`src/rtl/mv_pkg.sv`:
```
// Shared types for the matrix-vector result packer: frame payload, serialiser states, byte extraction.
// Checksum byte is enabled by defining MV_PACKER_CHECKSUM_EN.
package mv_pkg;

  localparam int unsigned WORD_W          = 18;
  localparam int unsigned WORDS_PER_FRAME = 4;
  localparam int unsigned BYTES_PER_WORD  = 3;
  localparam int unsigned BYTE_W          = 8;
  localparam int unsigned IDX_W           = 8;
  localparam int unsigned EXT_W           = BYTE_W * BYTES_PER_WORD;
  localparam int unsigned DATA_BYTES      = WORDS_PER_FRAME * BYTES_PER_WORD;

  typedef enum logic [2:0] {
    S_IDLE,
    S_HDR,
    S_IDX,
    S_DATA,
    S_CSUM
  } ser_state_t;

  typedef struct packed {
    logic [WORDS_PER_FRAME-1:0][WORD_W-1:0] words;
    logic [IDX_W-1:0]                       idx;
  } frame_t;

  // Data byte b (0..11): word b/3 sign-extended to 24 bits, MSB byte first.
  function automatic logic [BYTE_W-1:0] frame_byte(frame_t f, logic [3:0] b);
    logic [1:0]       wi;
    logic [1:0]       bi;
    logic [EXT_W-1:0] ext;
    logic [BYTE_W-1:0] res;
    wi  = 2'(b / 4'd3);
    bi  = 2'(b % 4'd3);
    ext = {{(EXT_W-WORD_W){f.words[wi][WORD_W-1]}}, f.words[wi]};
    case (bi)
      2'd0:    res = ext[23:16];
      2'd1:    res = ext[15:8];
      default: res = ext[7:0];
    endcase
    return res;
  endfunction

endpackage

```
`src/rtl/mv_frame_fifo.sv`:
```
// Synchronous FIFO of complete result frames; head entry is visible on pop_data without a read cycle.
module mv_frame_fifo
  import mv_pkg::*;
#(
  parameter int unsigned DEPTH = 2
) (
  input  logic                         clock,
  input  logic                         reset,
  input  logic                         push,
  input  frame_t                       push_data,
  input  logic                         pop,
  output frame_t                       pop_data,
  output logic                         empty_c,
  output logic                         push_acc_c,
  output logic [$clog2(DEPTH):0]       count_next_c
);

  localparam int unsigned PTR_W = $clog2(DEPTH);
  localparam int unsigned CNT_W = PTR_W + 1;

  frame_t             mem [DEPTH];
  logic [PTR_W-1:0]   wr_ptr;
  logic [PTR_W-1:0]   rd_ptr;
  logic [CNT_W-1:0]   count;
  logic               full_c;
  logic               pop_ok_c;

  assign full_c       = (count == CNT_W'(DEPTH));
  assign empty_c      = (count == '0);
  assign pop_ok_c     = pop && !empty_c;
  // A pop on the same edge frees the slot, so a push into a full FIFO still lands.
  assign push_acc_c   = push && (!full_c || pop_ok_c);
  assign count_next_c = count + CNT_W'(push_acc_c) - CNT_W'(pop_ok_c);
  assign pop_data     = mem[rd_ptr];

  always_ff @(posedge clock) begin
    if (reset) begin
      wr_ptr <= '0;
      rd_ptr <= '0;
      count  <= '0;
    end else begin
      if (push_acc_c) wr_ptr <= wr_ptr + PTR_W'(1);
      if (pop_ok_c)   rd_ptr <= rd_ptr + PTR_W'(1);
      count <= count_next_c;
    end
  end

  always_ff @(posedge clock) begin
    if (push_acc_c) mem[wr_ptr] <= push_data;
  end

endmodule

```
`src/rtl/mv_result_packer.sv`:
```
// Captures 4-word result groups, buffers them as frames and serialises them onto a byte link.
// Define MV_PACKER_CHECKSUM_EN to append an XOR checksum byte to every frame.
module mv_result_packer
  import mv_pkg::*;
#(
  parameter int unsigned FIFO_DEPTH = 2,
  parameter logic [7:0]  HDR_BYTE   = 8'hA5
) (
  input  logic              clock,
  input  logic              reset,
  input  logic              in_ready,
  input  logic [WORD_W-1:0] in_data,
  output logic              tx_valid,
  output logic [7:0]        tx_data,
  input  logic              tx_ack,
  output logic              overflow,
  output logic              frame_err,
  output logic              busy
);

  localparam int unsigned CNT_W = $clog2(FIFO_DEPTH) + 1;

  logic [1:0]                             word_cnt;
  logic [IDX_W-1:0]                       frame_idx;
  logic [WORDS_PER_FRAME-1:0][WORD_W-1:0] cap_words;
  frame_t                                 push_frame;
  logic                                   push_c;
  logic                                   push_acc_c;
  logic                                   pop_c;
  logic                                   fifo_empty_c;
  frame_t                                 head_frame;
  logic [CNT_W-1:0]                       count_next_c;

  ser_state_t        state_q, state_d;
  logic [3:0]        byte_cnt_q, byte_cnt_d;
  frame_t            cur_q, cur_d;
  logic              tx_valid_d;
  logic [7:0]        tx_data_d;
  logic              busy_d;
  logic              hs_c;
  logic              last_c;
`ifdef MV_PACKER_CHECKSUM_EN
  logic [7:0]        csum_q, csum_d;
`endif

  assign push_c = in_ready && (word_cnt == 2'd3);

  always_comb begin
    push_frame.words                    = cap_words;
    push_frame.words[WORDS_PER_FRAME-1] = in_data;
    push_frame.idx                      = frame_idx;
  end

  // Group capture, frame indexing and sticky error flags.
  always_ff @(posedge clock) begin
    if (reset) begin
      word_cnt  <= '0;
      frame_idx <= '0;
      overflow  <= 1'b0;
      frame_err <= 1'b0;
    end else if (in_ready) begin
      word_cnt <= word_cnt + 2'd1;
      if (push_c) begin
        frame_idx <= frame_idx + IDX_W'(1);
        if (!push_acc_c) overflow <= 1'b1;
      end
    end else if (word_cnt != 2'd0) begin
      frame_err <= 1'b1;
      word_cnt  <= '0;
    end
  end

  always_ff @(posedge clock) begin
    if (in_ready && !push_c) cap_words[word_cnt] <= in_data;
  end

  mv_frame_fifo #(
    .DEPTH (FIFO_DEPTH)
  ) u_fifo (
    .clock        (clock),
    .reset        (reset),
    .push         (push_c),
    .push_data    (push_frame),
    .pop          (pop_c),
    .pop_data     (head_frame),
    .empty_c      (fifo_empty_c),
    .push_acc_c   (push_acc_c),
    .count_next_c (count_next_c)
  );

  assign hs_c = tx_valid && tx_ack;

  always_comb begin
    state_d    = state_q;
    byte_cnt_d = byte_cnt_q;
    cur_d      = cur_q;
    tx_valid_d = tx_valid;
    tx_data_d  = tx_data;
    pop_c      = 1'b0;
    last_c     = 1'b0;
`ifdef MV_PACKER_CHECKSUM_EN
    csum_d     = hs_c ? (csum_q ^ tx_data) : csum_q;
`endif
    case (state_q)
      S_IDLE: ;
      S_HDR: if (hs_c) begin
        state_d   = S_IDX;
        tx_data_d = cur_q.idx;
      end
      S_IDX: if (hs_c) begin
        state_d    = S_DATA;
        byte_cnt_d = '0;
        tx_data_d  = frame_byte(cur_q, 4'd0);
      end
      S_DATA: if (hs_c) begin
        if (byte_cnt_q == 4'(DATA_BYTES - 1)) begin
`ifdef MV_PACKER_CHECKSUM_EN
          state_d   = S_CSUM;
          tx_data_d = csum_q ^ tx_data;
`else
          last_c = 1'b1;
`endif
        end else begin
          byte_cnt_d = byte_cnt_q + 4'd1;
          tx_data_d  = frame_byte(cur_q, byte_cnt_q + 4'd1);
        end
      end
      S_CSUM: begin
`ifdef MV_PACKER_CHECKSUM_EN
        if (hs_c) last_c = 1'b1;
`else
        state_d = S_IDLE;
`endif
      end
      default: state_d = S_IDLE;
    endcase
    if (last_c) begin
      state_d    = S_IDLE;
      tx_valid_d = 1'b0;
      tx_data_d  = '0;
    end
    // Start a frame from idle, or chain straight into the next header.
    if ((state_q == S_IDLE || last_c) && !fifo_empty_c) begin
      pop_c      = 1'b1;
      cur_d      = head_frame;
      state_d    = S_HDR;
      tx_valid_d = 1'b1;
      tx_data_d  = HDR_BYTE;
`ifdef MV_PACKER_CHECKSUM_EN
      csum_d     = '0;
`endif
    end
    busy_d = (state_d != S_IDLE) || (count_next_c != '0);
  end

  always_ff @(posedge clock) begin
    if (reset) begin
      state_q    <= S_IDLE;
      byte_cnt_q <= '0;
      cur_q      <= '0;
      tx_valid   <= 1'b0;
      tx_data    <= '0;
      busy       <= 1'b0;
`ifdef MV_PACKER_CHECKSUM_EN
      csum_q     <= '0;
`endif
    end else begin
      state_q    <= state_d;
      byte_cnt_q <= byte_cnt_d;
      cur_q      <= cur_d;
      tx_valid   <= tx_valid_d;
      tx_data    <= tx_data_d;
      busy       <= busy_d;
`ifdef MV_PACKER_CHECKSUM_EN
      csum_q     <= csum_d;
`endif
    end
  end

endmodule
```
`config.mk`:
```
export PLATFORM = sky130hd
export DESIGN_NAME = mv_result_packer
export DESIGN_NICKNAME = d
export VERILOG_FILES = /design/src/rtl/mv_pkg.sv /design/src/rtl/mv_frame_fifo.sv /design/src/rtl/mv_result_packer.sv
export SDC_FILE = /design/constraint.sdc
export NUM_CORES = 1
export LEC_CHECK = 0
export ABC_AREA = 1
export ABC_CLOCK_PERIOD_IN_PS = 6850
export BUFFER_PORTS_ARGS = -buffer_cell sky130_fd_sc_hd__clkbuf_2
export CAP_MARGIN = 25
export CORE_MARGIN = 2
export CORE_UTILIZATION = 43
export CTS_CLUSTER_SIZE = 20
export DETAILED_ROUTE_END_ITERATION = 6
export PLACE_DENSITY = 0.69
export SLEW_MARGIN = 10
export SYNTH_ARGS = -nofsm -noshare
export SYNTH_HDL_FRONTEND = slang
export SYNTH_SLANG_ARGS = --single-unit
```
`constraint.sdc`:
```
create_clock -name clock -period 6.85 [get_ports clock]
set_input_delay 0.3425 -clock clock [delete_from_list [all_inputs] [get_ports clock]]
set_output_delay 0.3425 -clock clock [all_outputs]
set_load 0.02 [all_outputs]
```
==> results of run 1 <==
==> routing by layer <==
metal  share of wire (%)  wire length [um]  GRT usage [%]
met1                  45             11400           23.0
met2                  46             11600           26.2
met3                 5.7              1430           2.66
met4                 3.0               749           6.07
met5                   0                 0              0
==> cells in the mapped netlist, drive strengths merged <==
cell    instances  area (um^2)
a211oi          5         37.5
a21oi          39          195
a22oi           1         7.51
a31oi          81          507
a41oi           1         8.76
and3            2         12.5
buf            22          136
clkbuf         37          139
conb            1         3.75
dfxtp         113         2260
edfxtp        214         6430
ha             12          150
inv            71          267
nand2         258          983
nand3          60          310
nand3b          4         30.0
nand4           3         18.8
nor2           39          151
nor3            6         30.0
nor3b           2         15.0
o211ai          4         30.0
o21a            1         7.51
o21ai         102          514
o21bai          1         7.51
o31ai           3         22.5
or2             1         6.26
xnor2           3         26.3
==> power by group <==
group	internal, mW	switching [mW]
Combinational	0.214	0.473
Sequential	2.31	0.135
Clock	0.949	0.686
==> final timing paths <==
path / start / end / slack (ns) / cells past startpoint
hold / removal: in_data[0] / cap_words[0] / 0.04 / 1
hold reg to reg: cap_words[44] / u_fifo.mem[1][52] / 0.44 / 0
setup reg to reg: byte_cnt_q[0] / tx_data[4] / 2.40 / 23
setup / recovery: byte_cnt_q[0] / tx_data[4] / 2.40 / 23
==> flip-flops by register name, summed over array words and instances, names as in the netlist <==
signal	count
u_fifo.wr_ptr	1
word_cnt	2
frame_idx	8
cur_q	80
tx_data	8
u_fifo.rd_ptr	1
overflow	1
state_q	3
tx_valid	1
u_fifo.count	2
frame_err	1
busy	1
byte_cnt_q	4
cap_words	54
u_fifo.mem	160
==> logic make-up after synthesis <==
family	count (synthesis)	synth area share, %
AO/OA/AOI/OAI	238	10.9
XOR/XNOR	3	0.214
adder cells (fa/ha/maj)	12	1.22
buffers and inverters	130	4.40
flip-flops	327	70.6
other	1	0.0305
AND/OR/NAND/NOR	375	12.7
==> final cells by class <==
cell class              count  area share, %
clock buffers              45           6.31
inverters                  71           1.96
well taps                 378           3.44
repair buffers             43           1.75
flip-flops and latches    327           63.2
multi-input cells         629           22.6
clock inverters            12          0.782
==> critical path, delay by kind of cell (launching register included) <==
kind	cells	cell delay (ns)
compound gates	3	0.38
fa+ha+maj	4	0.84
buf+inv	6	1.15
flops	1	0.38
simple gates	10	1.63
==> cells in the final DEF, fill, tap and decap left out, drive strengths merged, types with 10 or more instances in the layout <==
cell type | synthesis | routed
a21oi | 39 | 39
a31oi | 81 | 81
nand3 | 60 | 60
dfxtp | 113 | 113
nand2 | 258 | 258
nor2 | 39 | 39
clkinv | 0 | 11
o21ai | 102 | 102
edfxtp | 214 | 214
ha | 12 | 12
buf | 22 | 10
clkbuf | 37 | 78
inv | 71 | 70
==> stage by stage <==
step                util (%)  power (mW)  area (um^2)
finish                  49.1        4.77        13800
global route            49.1        4.99        13800
CTS                     49.1        4.80        13800
detailed placement      45.6        3.17        12800
global placement        45.6        3.15        12800
floorplan                  -        2.94        12300
==> results.toml, run 1 <==
[run_status]
status = "finished clean"

[layout]
multiInputGateArea_um2 = 3110
drive_gt1_share_pct = 9.94
layout.cells.non_filler = 1505
antennaDiodeCount = 0
regArea_um2 = 8690
nets = 1137
syn_to_final_growth_pct = 11.8
fillers = 2438

[global_routing]
grt_max_degree = 85
grt_usage_pct = 16.5
gr-total-overflow = 0
grt_pass1_vias = 7527
grt_pass1_wl_um = 40100
antenna_found_initial = 0

[sta]
timing.fmax_mhz = 225
tightest_slew_ns = 0.894
setup_ws_ns = 2.40
setup_violations = 0
finalSetupTns_ns = 0
finClkSkew_ns = 0.00920
hold_slack_ns = 0.0385
worst_slew_margin_rel_pct = 40.3
maxSlewViolCount = 0
rsz0062_at_grt = "no"
post-route-min-period_ns = 4.45
hold_viol = 0
period_share_pct = 65.0

[critical_path]
end_kind = "register"
startpoint_type = "register"
critPathMaxStageDelay_ns = 0.66
cp_slowest_cell = "nand3_2"
crit_top_cell = "inv_1"
path_max_fanout = 38
path_class = "register to register"
cp.arrival_ns = 4.92
crit_required_ns = 7.32
path_cells = "ha_1, inv_1, nand2_1, nand2_1, nand3_1, inv_1, ha_1, inv_1, ha_1, nand2_4, nand2_1, nand2_1, inv_1, ha_1, inv_1, nand3_2, inv_2, nor2_1, nor2_1, o21ai_1, o211ai_1, nand3_1, a21oi_1"

[placed_design]
portBuffers = 33
place_inst = 1448
place_worst_setup_slack_ns = 2.50
gp_congestion = 0.867
dpl.hpwl_um = 14900

[worst_hold_path]
hold_class = "input port to register"

[cts]
clk_pin_slew_ns = 0.06
cts.sinks = 327
cts_resized = 0
cts_hold_buf = 0
clk_path_buf_depth = 3
clk_latency_ns = 0.54
root_buffer = "clkbuf_16"
cts-buffers-inserted = 31
cts_setup_buffers = 0
htreeDepth = 1
cts_tree = "built"

[detailed_routing]
drt-initial-drc-count = 790
wl_um = 25100
num_vias = 7861
wl_per_cell_um = 16.7
drt_first_pass_iters = 5
route.detailed.drc = 0
vias_per_cell = 5.22
postRouteAntennaNets = 0

[yosys]
syn_nets = 1120
synth_seq_area_share_pct = 70.6
syn_area_um2 = 12300
avgSynthCellArea_um2 = 11.3
syn_inst = 1086
ys_ff_latch = 327
ys_warn_count = 0
synth.distinct_cells = 36

[pwr]
power_leakage_nw = 4.98
powerDensity_nw_per_um2 = 347
ir_drop_mv = 0.191

[die]
rows = 61
core_area_um2 = 28000
die_h_um = 173
io_pins = 34
die_w_um = 173
start_util_pct = 43.9
fp.dieArea_um2 = 30000

[run]
cap_violations = 0
No activity file was read; power rests on OpenSTA's default activity.
==> run 2: changes to the inputs <==
ABC_CLOCK_PERIOD_IN_PS = 3950   (was 6850)
PLACE_DENSITY = 0.71   (was 0.69)
clock period = 3.95 ns   (was 6.85 ns; I/O delays follow)
==> run 2 against run 1 <==
Net effect:
- sequential power rose by 75%
- combinational power rose by 70%
- utilization rose by 1.3 points
- critical path depth rose by 1
- register-to-register slack got worse by 1.9 ns
- power rose by 77%
- critical path type unchanged
==> results.toml, run 2 (synthesis results as in run 1) <==
[sta]
finalSetupTns_ns = 0
finClkSkew_ns = 0.00712
post-route-min-period_ns = 3.45
rsz0062_at_grt = "no"
setup_ws_ns = 0.498
worst_slew_margin_rel_pct = 32.8
hold_viol = 0
tightest_slew_ns = 1.01
timing.fmax_mhz = 290
setup_violations = 0
period_share_pct = 87.4
maxSlewViolCount = 0

[detailed_routing]
wl_per_cell_um = 16.4
wl_um = 25200
drt_first_pass_iters = 6
drt-initial-drc-count = 776
num_vias = 7960
vias_per_cell = 5.18
route.detailed.drc = 0
postRouteAntennaNets = 0

[critical_path]
crit_required_ns = 4.34
crit_top_cell = "nand2_1"
rrSetupSlack_ns = 0.50
r2r-start = "byte_cnt_q[0]"
end_kind = "register"
path_max_fanout = 20
timing.rr.end = "tx_data[1]"
crit_end = "tx_data[1]"
path_cells = "ha_1, inv_1, nand2_1, nand2_1, nand3_1, inv_1, ha_1, inv_1, ha_1, nand2_4, nand2_1, nand2_1, inv_1, ha_1, inv_1, nand3_2, buf_4, nand2_1, nand3_1, nand2_1, a21oi_1, nand2_1, nand3_1, a21oi_1"
cp-startpoint = "byte_cnt_q[0]"
critPathMaxStageDelay_ns = 0.43
startpoint_type = "register"
path_class = "register to register"
worst_r2r_path_depth = 24
cp.arrival_ns = 3.84
cp_slowest_cell = "dfxtp_1"

[layout]
mostFrequentLayoutCell = "nand2_1"
fin_util_pct = 50.4
layout_top_registers = "u_fifo.mem: 160 flops, cur_q: 80 flops, cap_words: 54 flops"
syn_to_final_growth_pct = 14.8
layout.cells.non_filler = 1536
antennaDiodeCount = 0
largest_reg_flops = 160
final_area_um2 = 14100
nets = 1167
final_cell_mix = "nand2_1 (254), edfxtp_1 (214), dfxtp_1 (112)"
top_register = "u_fifo.mem"
drive_gt1_share_pct = 10.4

[global_routing]
grt_pass1_wl_um = 40800
grt_usage_pct = 16.9
grt_pass1_vias = 7519
grt_max_degree = 167
gr-total-overflow = 0
antenna_found_initial = 0

[pwr]
power_leakage_nw = 5.14
ir_drop_mv = 0.360
powerDensity_nw_per_um2 = 597

[placed_design]
gp_congestion = 0.880
place_inst = 1456
place_area_um2 = 12900
place_worst_setup_slack_ns = 0.546
dpl.hpwl_um = 14800
portBuffers = 33

[cts]
root_buffer = "clkbuf_16"
clk_latency_ns = 0.50
htreeDepth = 2
cts-buffers-inserted = 34
cts_resized = 0
clk_pin_slew_ns = 0.06
cts_setup_buffers = 0
cts_tree = "built"
cts.sinks = 327
clk_path_buf_depth = 3
cts_hold_buf = 19

[die]
die_w_um = 173
start_util_pct = 43.9
rows = 61
die_h_um = 173
core_area_um2 = 28000
io_pins = 34
fp.dieArea_um2 = 30000

[run_status]
status = "finished clean"

[run]
cap_violations = 0

[worst_hold_path]
hold_class = "input port to register"
hp-start = "tx_ack"
-- run 2: cell types whose count changed in the layout (fill, tap and decap cells not counted), sizes merged --
cell,previous run,this run
dlygate4sd3,0,19
bufinv,2,1
clkinvlp,0,1
clkbuf,78,85
buf,10,18
clkinv,11,7
inv,70,71
-- run 2: cell type report --
class | instances | area, um^2
multi-input combinational | 629 | 3100
sequential | 327 | 8690
timing repair buffer | 70 | 553
clock inverter | 9 | 75.1
tap | 378 | 473
clock buffer | 52 | 970
inverter | 71 | 270
fill | 2441 | 13900
-- run 2: how the worst min path moves through the flow --
stage	cells after the start	slack (ns)	to
floorplan	1	0.28	word_cnt[0]
detailed placement	0	0.43	u_fifo.mem[0][52]
global route	4	0.20	state_q[0]
global placement	0	0.42	u_fifo.mem[1][39]
finish	4	0.18	state_q[0]
CTS	4	0.17	state_q[0]
-- run 2: through the flow --
step | total power, mW | hold WS, ns
final | 8.43 | 0.178
after global routing | 8.83 | 0.200
after CTS | 8.51 | 0.168
after detailed placement | 5.51 | 0.430
after global placement | 5.48 | 0.422
after floorplan | 5.10 | 0.276
-- run 2: worst max-delay path: cells and delay by family (launching register included) --
kind / cells / cell delay [ns]
buffers and inverters: 6 / 0.56
AND/OR/NAND/NOR: 12 / 1.17
flip-flops: 1 / 0.43
adder cells (fa/ha/maj): 4 / 0.83
AO/OA/AOI/OAI: 2 / 0.36
-- run 2: power by group --
part | internal (mW) | switching, mW
sequential | 4.00 | 0.274
clock | 1.76 | 1.22
combinational | 0.397 | 0.777
total | 6.16 | 2.27
-- run 2: routing by layer --
| metal | global-route usage (%) | vias up | wire length [um] |
|---|---|---|---|
| met3 | 3.06 | 47 | 1290 |
| li1 | - | 3908 | - |
| met2 | 26.4 | 212 | 11700 |
| met4 | 5.16 | 0 | 573 |
| met5 | 0 | - | 0 |
| met1 | 24.1 | 3793 | 11600 |
